<file path="src/rtl/seg_scan_ctrl.sv">
// seg_scan_ctrl: owns the 8x4-bit digit buffer, round-robins buffer writes between two requesters, and scans the digits with a blanking gap at the start of each slot.
// Latency: gnt pulses one cycle after req is sampled, and the write commits on that same edge; a committed digit reaches digit_val one cycle later.
// Backpressure: each requester holds req (level) until it sees gnt; the losing requester simply waits, and nothing is queued.
//
// Ports:
//   clk, rst           single clock; synchronous active-high reset
//   req[1:0]           per-requester write request (level)
//   addr0/data0        requester 0 digit address / value
//   addr1/data1        requester 1 digit address / value
//   gnt[1:0]           one-hot one-cycle grant; the buffer write commits on the edge that raises it
//   digit_val[3:0]     registered value of the scanned digit
//   digit_sel[7:0]     registered one-hot digit enable; all zero while blanked
//   blank              registered; 1 while no digit is driven
//
// Optional feature: define SEG_LZB_EN to enable leading-zero blanking of digits 7..1.
module seg_scan_ctrl #(
  parameter int SCAN_DIV = 50000,
  parameter int GAP      = 4
) (
  input  logic       clk,
  input  logic       rst,
  input  logic [1:0] req,
  input  logic [2:0] addr0,
  input  logic [3:0] data0,
  input  logic [2:0] addr1,
  input  logic [3:0] data1,
  output logic [1:0] gnt,
  output logic [3:0] digit_val,
  output logic [7:0] digit_sel,
  output logic       blank
);

  localparam int CW = $clog2(SCAN_DIV);

  logic [CW-1:0] cnt;
  logic [CW-1:0] cnt_nxt;
  logic [2:0]    idx;
  logic [2:0]    idx_nxt;
  logic          wrap;
  logic          favour1;   // 1: requester 1 wins a tie
  logic [1:0]    gnt_nxt;
  logic [3:0]    dbuf [8];
  logic [7:0]    sup;       // per-digit suppression (leading-zero blanking)
  logic          in_gap;
  logic          show;

  // Arbitration: a lone request wins outright; the pointer breaks a tie.
  always_comb begin
    gnt_nxt = req;
    if (req == 2'b11) begin
      gnt_nxt = favour1 ? 2'b10 : 2'b01;
    end
  end

  // Next-state scan position; the outputs are registered from these values so
  // that they line up with the cnt/idx registers.
  always_comb begin
    wrap    = (cnt == CW'(SCAN_DIV - 1));
    cnt_nxt = wrap ? '0 : cnt + CW'(1);
    idx_nxt = wrap ? idx + 3'd1 : idx;
  end

`ifdef SEG_LZB_EN
  logic zero_above;

  // Digit i (i >= 1) is suppressed when it and every digit above it hold zero.
  // This reads the live buffer, so it tracks writes with the same one-cycle
  // lag as digit_val.
  always_comb begin
    zero_above = 1'b1;
    sup        = '0;
    for (int i = 7; i >= 1; i--) begin
      zero_above = zero_above & (dbuf[i] == 4'd0);
      sup[i]     = zero_above;
    end
  end
`else
  assign sup = '0;
`endif

  // A signed int compare keeps GAP = 0 well defined: nothing is ever in the gap.
  assign in_gap = (int'(cnt_nxt) < GAP);
  assign show   = !in_gap && !sup[idx_nxt];

  always_ff @(posedge clk) begin
    if (rst) begin
      cnt       <= '0;
      idx       <= '0;
      favour1   <= 1'b0;
      gnt       <= '0;
      digit_sel <= '0;
      blank     <= 1'b1;
      digit_val <= '0;
      for (int i = 0; i < 8; i++) begin
        dbuf[i] <= 4'(i + 1);
      end
    end else begin
      cnt <= cnt_nxt;
      idx <= idx_nxt;
      gnt <= gnt_nxt;
      if (gnt_nxt[0]) begin
        dbuf[addr0] <= data0;
        favour1     <= 1'b1;
      end else if (gnt_nxt[1]) begin
        dbuf[addr1] <= data1;
        favour1     <= 1'b0;
      end
      // This reads the pre-write buffer. A digit written on this edge
      // therefore shows one cycle later.
      digit_val <= dbuf[idx_nxt];
      digit_sel <= show ? (8'd1 << idx_nxt) : 8'd0;
      blank     <= ~show;
    end
  end

endmodule

</file>
<file path="config.mk">
export PLATFORM = sky130hd
export DESIGN_NAME = seg_scan_ctrl
export DESIGN_NICKNAME = d
export VERILOG_FILES = /design/src/rtl/seg_scan_ctrl.sv
export SDC_FILE = /design/constraint.sdc
export NUM_CORES = 1
export LEC_CHECK = 0
export ABC_AREA = 1
export BUFFER_PORTS_ARGS = -buffer_cell sky130_fd_sc_hd__buf_2
export CORE_UTILIZATION = 33
export DETAILED_ROUTE_END_ITERATION = 7
export SYNTH_ARGS = -nofsm -noshare
export SYNTH_HDL_FRONTEND = slang
export SYNTH_SLANG_ARGS = --single-unit
</file>
<file path="constraint.sdc">
create_clock -name clk -period 1.75 [get_ports clk]
set_clock_uncertainty 0.05 [all_clocks]
set_input_delay 0.0875 -clock clk [delete_from_list [all_inputs] [get_ports clk]]
set_output_delay 0.0875 -clock clk [all_outputs]
set_load 0.01 [all_outputs]
</file>
==> results of run 1 <==
-- flip-flops by register name, indices dropped and copies added (netlist names) --
signal / count
blank: 1
cnt: 16
dbuf: 32
digit_sel: 8
digit_val: 4
favour1: 1
gnt: 2
idx: 3
-- how the worst min path moves through the flow --
stage | from | endpoint | cells past startpoint | slack, ns
after floorplan | req[0] | gnt[0] | 2 | 0.19
after global placement | req[0] | gnt[0] | 3 | 0.33
after detailed placement | req[0] | gnt[0] | 3 | 0.31
after CTS | req[1] | gnt[0] | 4 | 0.03
after global routing | req[1] | gnt[1] | 3 | 0.01
final | req[1] | gnt[1] | 3 | 0.02
-- per-stage QoR --
step	total power [W]	std cells	utilization [%]	setup WS, ns
floorplan	0.00188	386	-	0.0255
global placement	0.00199	582	40.6	-0.105
detailed placement	0.00199	582	40.6	-0.133
CTS	0.00338	612	45.3	-0.0519
global route	0.00354	621	50.0	-0.213
finish	0.00343	621	50.0	-0.135
-- area by class of cell --
cell class	count	area, µm²
fill	840	4620
tap	129	161
multi-input combinational	280	1760
clock buffer	11	131
inverter	36	144
sequential	67	1680
clock inverter	5	78.8
timing repair buffer	93	667
-- routing by layer --
metal,GRT usage [%],vias to the layer above,wire [µm]
met5,0,-,0
li1,-,1432,-
met1,17.5,1294,3240
met2,29.1,79,4010
met3,5.34,23,398
met4,6.00,0,207
-- kinds of logic (layout without fill, tap and decap cells) --
group	count (synthesis)	after routing	synth area share [%]
multiplexers	4	4	1.27
XOR/XNOR	5	5	1.63
flip-flops	67	67	52.8
adder cells (fa/ha/maj)	3	3	1.19
buffers and inverters	40	145	4.93
AND/OR/NAND/NOR	241	242	33.2
AO/OA/AOI/OAI	26	26	5.01
-- worst register-to-register path, delay by kind of cell (launching register included) --
family | cells | cell delay [ns]
XOR/XNOR | 1 | 0.15
buffers and inverters | 4 | 0.49
flip-flops | 1 | 0.36
AND/OR/NAND/NOR | 7 | 0.75
-- cells in the final DEF (no fill, tap or decap), types with 3 or more instances in the layout --
cell type   n
nand3_4     5
nand3_1    15
dfxtp_2     8
nand2_1    86
buf_4      50
buf_2      32
nor2_4     18
inv_4       3
nand2_2    26
o21ai_1    10
clkinv_2    3
o21ai_4     3
mux2i_1     4
inv_1      20
xor2_2      4
edfxtp_1   32
nor2_2      9
clkbuf_8    9
nand3_2     8
inv_2      12
nand2_4    12
a21oi_1     9
nor2_1     56
buf_6       9
dfxtp_1    26
-- synth_stat cells --
library cell  number
a21o_1             1
a21oi_1           10
buf_2              1
buf_4              1
clkbuf_1           2
clkinv_1           1
dfxtp_1           35
edfxtp_1          32
ha_1               3
inv_1             23
inv_2             12
mux2i_1            4
nand2_1          118
nand2_2            5
nand2_4            1
nand3_1           25
nand3_2            2
nand3_4            1
nand4_1            2
nor2_1            71
nor2_2             8
nor2_4             3
nor3_1             1
nor3_2             1
o21ai_0            1
o21ai_1            9
o21ai_2            3
o21ai_4            1
o21bai_1           1
or2_1              3
xnor2_1            1
xor2_1             3
xor2_2             1
-- power breakdown --
group          switching, W  total (W)  internal [W]
Clock              0.000587    0.00139      0.000801
Sequential        0.0000210    0.00172       0.00169
Combinational      0.000192   0.000326      0.000134
Total              0.000800    0.00343       0.00263
-- repair_timing --
action	4_1_cts	5_1_grt
hold buffers	1	0
pin swaps	16	23
gates resized for setup	38	92
gates cloned	1	0
buffers inserted	12	9
hold endpoints to repair	2	0
endpoints found under the setup margin	43	69
==> run metrics, run 1 <==
Crit path depth 12; cell class contributing the biggest share of worst-path delay simple AND/OR/NAND/NOR gates; cells along the critical path buf_4, buf_6, buf_4, nand3_2, buf_4, nor2_4, xnor2_4, nand3_4, nor2_4, nand3_4, nand2_4, nor2_1; Synth area leader edfxtp_1; final setup violating endpoints 15; highest clock rate ~530 MHz; ANT nets after route 0; CP max stage delay around 0.36 ns; FF-to-FF Start cnt[0]; Hold Crit Class primary input to flip-flop; Slew headroom 82.1%; Placement Rows 35; vias in the first global route about 2.9k; Mapped Area about 3100 µm²; Final TNS setup -1.28 ns; worst path arrival time between 2 and 2.5 ns; r2r setup slk -0.14 ns; Crit Path Class flip-flop to flip-flop; port bufs 32; leak pwr a little over 2 nW; Remaining DRCs 0; Max-Cap Viols 0; Detailed Routing Iterations Pass 1 5; register area share after synthesis between 50% and 60%; largest net degree at the start of global routing 17; design area ~4600 µm²; critical path fanouts, max 4; fin crit share 108%; clk root buf clkbuf_8; initial core utilization roughly 34%; share of the synthesized area in the top cell type roughly 31%; WHS 0.0155 ns; Syn-to-layout area delta 46.7%; min Tclk post-route 1.89 ns; Final Hold Fails 0; Worst R2R Path Depth 12; CTS tree yes; H-tree depth 3; Synth cell types 33; CTS clk-pin slew, worst paths roughly 0.070 ns; crit path capture type flip-flop; Core ar. about 9200 µm²; worst path bufs/invs 4; Final nets approximately 500; Clock Latency Late Sink 0.35 ns; worst setup path end digit_sel[4]; fraction of layout cells with a size suffix above 1 45.5%; startpoint types flip-flop; Die Area about 9900 µm²; RSZ-0062 raised after global routing true; initial antenna violation count 0; top post-synthesis cells by area edfxtp_1, dfxtp_1, nand2_1; DP HPWL about 5200 µm; Pwr Density about 740 nW/µm²; Worst Setup SP cnt[0]; Synth Instances 386; Die X approximately 100 µm; # diodes 0; Total Routing Usage GR 16.1%; TritonCTS Buffers 9; first-pass GRT wire length ~12000 µm; per-cell routed wire length around 13 µm; PnR worst setup slack -0.135 ns; failing checks setup timing; clock sink count 67; Placed Area around 3800 µm²; Ports 33; most frequent CP cell buf_4; Critical Path Slowest Stage Cell dfxtp_4; Routed WL between 7000 and 8000 µm; max-slew violations 0; outcome complete, but fails checks; RD Place Congestion about 0.90; vias per std cell approximately 4.6; total grt overflow 0; syn avg cell area between 8 and 9 µm²; vias between 2k and 3k; Syn Nets 407; #FFs+latches synth between 60 and 70; Ys Warns 0; detailed router's first-iteration violation count 83; Clock Tree Buf Depth 2; Critical Path RT between 1.5 and 2 ns; Worst Max-Slew Pin Slew 0.269 ns; Max VDD drop 334 µV; r2r endpoint digit_sel[4]; die height around 100 µm
No activity file was read; power rests on OpenSTA's default activity.
==> inputs of run 2 (changes only) <==
--- a/config.mk
+++ b/config.mk
@@ -9,6 +9,7 @@
 export BUFFER_PORTS_ARGS = -buffer_cell sky130_fd_sc_hd__buf_2
 export CORE_UTILIZATION = 33
 export DETAILED_ROUTE_END_ITERATION = 7
+export PLACE_DENSITY = 0.53
 export SYNTH_ARGS = -nofsm -noshare
 export SYNTH_HDL_FRONTEND = slang
 export SYNTH_SLANG_ARGS = --single-unit
==> constraint.sdc (replaced) <==
create_clock -name clk -period 2.3 [get_ports clk]
set_clock_uncertainty 0.05 [all_clocks]
set_input_delay 0.115 -clock clk [delete_from_list [all_inputs] [get_ports clk]]
set_output_delay 0.115 -clock clk [all_outputs]
set_load 0.01 [all_outputs]
==> run metrics, run 2 (synthesis results as in run 1) <==
Hold Crit Start req[1]; Die Area around 9900 µm²; Final nets between 400 and 500; Pint about 0.0018 W; Clock Tree Buf Depth 2; hold endpoint gnt[0]; r2r endpoint digit_val[3]; Critical Path RT 2.54 ns; TritonCTS Buffers 9; Crit Path Class flip-flop to flip-flop; Placed Area ~3500 µm²; fin crit share around 90%; Clock Latency Late Sink 0.34 ns; Slew headroom about three quarters; most common cell after layout, fill and taps aside nand2_1; per-cell routed wire length roughly 12 µm; leak pwr about 1.6 nW; worst path bufs/invs 2; clk root buf clkbuf_8; RD Place Congestion 0.838; outcome completed; Worst Max-Slew Pin Slew 0.376 ns; vias per std cell ~4.4; max-slew violations 0; Worst R2R Path Depth 11; Final Hold Fails 0; Largest regs dbuf (32), cnt (16), digit_sel (8); cells along the critical path ha_1, nand2_1, inv_2, nand2_2, nor2_4, nand2_4, o21ai_4, inv_2, a21oi_1, o21ai_1, nand2_1; design area around 3700 µm²; critical path fanouts, max 8; combinational power share around 7%; Biggest register dbuf; CP max stage delay about 0.38 ns; vias in the first global route 2505; Pwr Density between 600 and 700 nW/µm²; Die X 99.7 µm; H-tree depth 3; port bufs 32; initial antenna violation count 0; Routed WL 6780 µm; startpoint types flip-flop; most frequent cells in the layout nand2_1, nor2_1, dfxtp_1; total grt overflow 0; clock group share of total power around two fifths; Switching Fraction 23.5%; die height roughly 100 µm; Placement Rows 35; Final TNS setup 0 ns; # diodes 0; Core ar. between 9000 and 10000 µm²; crit path capture type flip-flop; Max VDD drop around 260 µV; hold path cells 4; Max-Cap Viols 0; detailed router's first-iteration violation count 65; FF-to-FF Start cnt[0]; DP HPWL about 5000 µm; largest net degree at the start of global routing 17; ANT nets after route 0; clock sink count 67; r2r setup slk approximately 0.23 ns; Ports 33; Hold Crit Class primary input to flip-flop; CTS clk-pin slew, worst paths 0.07 ns; Critical Path Slowest Stage Cell dfxtp_1; highest clock rate 484 MHz; Worst Setup SP cnt[0]; fraction of layout cells with a size suffix above 1 between 20% and 30%; final setup violating endpoints 0; initial core utilization 34.1%; cell class contributing the biggest share of worst-path delay compound AO/OA/AOI/OAI gates; min Tclk post-route 2.07 ns; first-pass GRT wire length 11500 µm; Syn-to-layout area delta 17.6%; Remaining DRCs 0; Post-CTS Setup Bufs 0; max FFs per register 32; worst path arrival time roughly 2.3 ns; Total Routing Usage GR ~15%; vias about 2.5k; CTS tree yes; RSZ-0062 raised after global routing false; Detailed Routing Iterations Pass 1 4; sequential share of power roughly 54%; Net Switching roughly 0.00056 W
==> run 2: changes by cell type in the layout (fill, tap and decap cells not counted), moves of 4 or more <==
cell     previous run  this run
dfxtp_2             8         0
nand2_1            86       117
nand3_2             8         2
buf_4              50         6
nand3_1            15        25
nand2_2            26         6
dfxtp_1            26        35
nor2_4             18         4
nor2_1             56        71
buf_6               9         0
nand2_4            12         1
nand3_4             5         1
==> run 2: cell type report <==
cell class / count / area [µm²]
fillers: 962 / 5540
flip-flops and latches: 67 / 1660
multi-input cells: 280 / 1350
repair buffers: 39 / 215
well taps: 129 / 161
inverters: 36 / 135
clock buffers: 10 / 128
clock inverters: 6 / 56.3
==> run 2: per-layer routing <==
layer  vias up  share of wire [%]  GRT usage, %
met1      1119                 48          18.5
met2        57                 46          24.8
met3        12                3.9          3.94
li1       1326                  -             -
met5         -                  0             0
met4         0                2.2          6.90
==> run 2: repair_timing <==
item | 4_1_cts | 5_1_grt
endpoints found under the hold margin | 1 | 0
gates resized for setup | 0 | 2
hold buffers | 1 | 0
endpoints found under the setup margin | 0 | 6
==> run 2: power groups by stage <==
| stage | combinational, W | clock [W] | sequential [W] |
|---|---|---|---|
| after floorplan | 0.000100 | 0 | 0.00133 |
| after global placement | 0.000168 | 0 | 0.00133 |
| after detailed placement | 0.000170 | 0 | 0.00133 |
| after CTS | 0.000172 | 0.000957 | 0.00131 |
| after global routing | 0.000190 | 0.00101 | 0.00131 |
| final | 0.000168 | 0.000931 | 0.00131 |
==> run 2: worst max-delay path by stage <==
stage          slack [ns]            to  cells after the start
2_1_floorplan        0.58  digit_val[0]                     12
3_3_place_gp         0.32  digit_val[2]                     13
3_5_place_dp         0.21  digit_val[1]                     13
4_1_cts              0.20  digit_val[1]                     13
5_1_grt              0.05  digit_sel[7]                     11
6_report             0.23  digit_val[3]                     11
==> run 2: per-stage QoR <==
stage | total power (W) | setup slack, ns | hold slack [ns] | utilization, % | instances
after floorplan | 0.00143 | 0.576 | 0.213 | - | 386
after global placement | 0.00150 | 0.323 | 0.352 | 37.8 | 549
after detailed placement | 0.00150 | 0.213 | 0.329 | 37.8 | 549
after CTS | 0.00244 | 0.202 | 0.0595 | 39.9 | 566
after global routing | 0.00251 | 0.0484 | 0.0790 | 40.1 | 567
final | 0.00241 | 0.234 | 0.0643 | 40.1 | 567
==> run 2: worst min-delay path: stages <==
cell     delay [ns]
buf_2          0.11
nand2_1        0.06
nand2_1        0.09
nor2_1         0.05
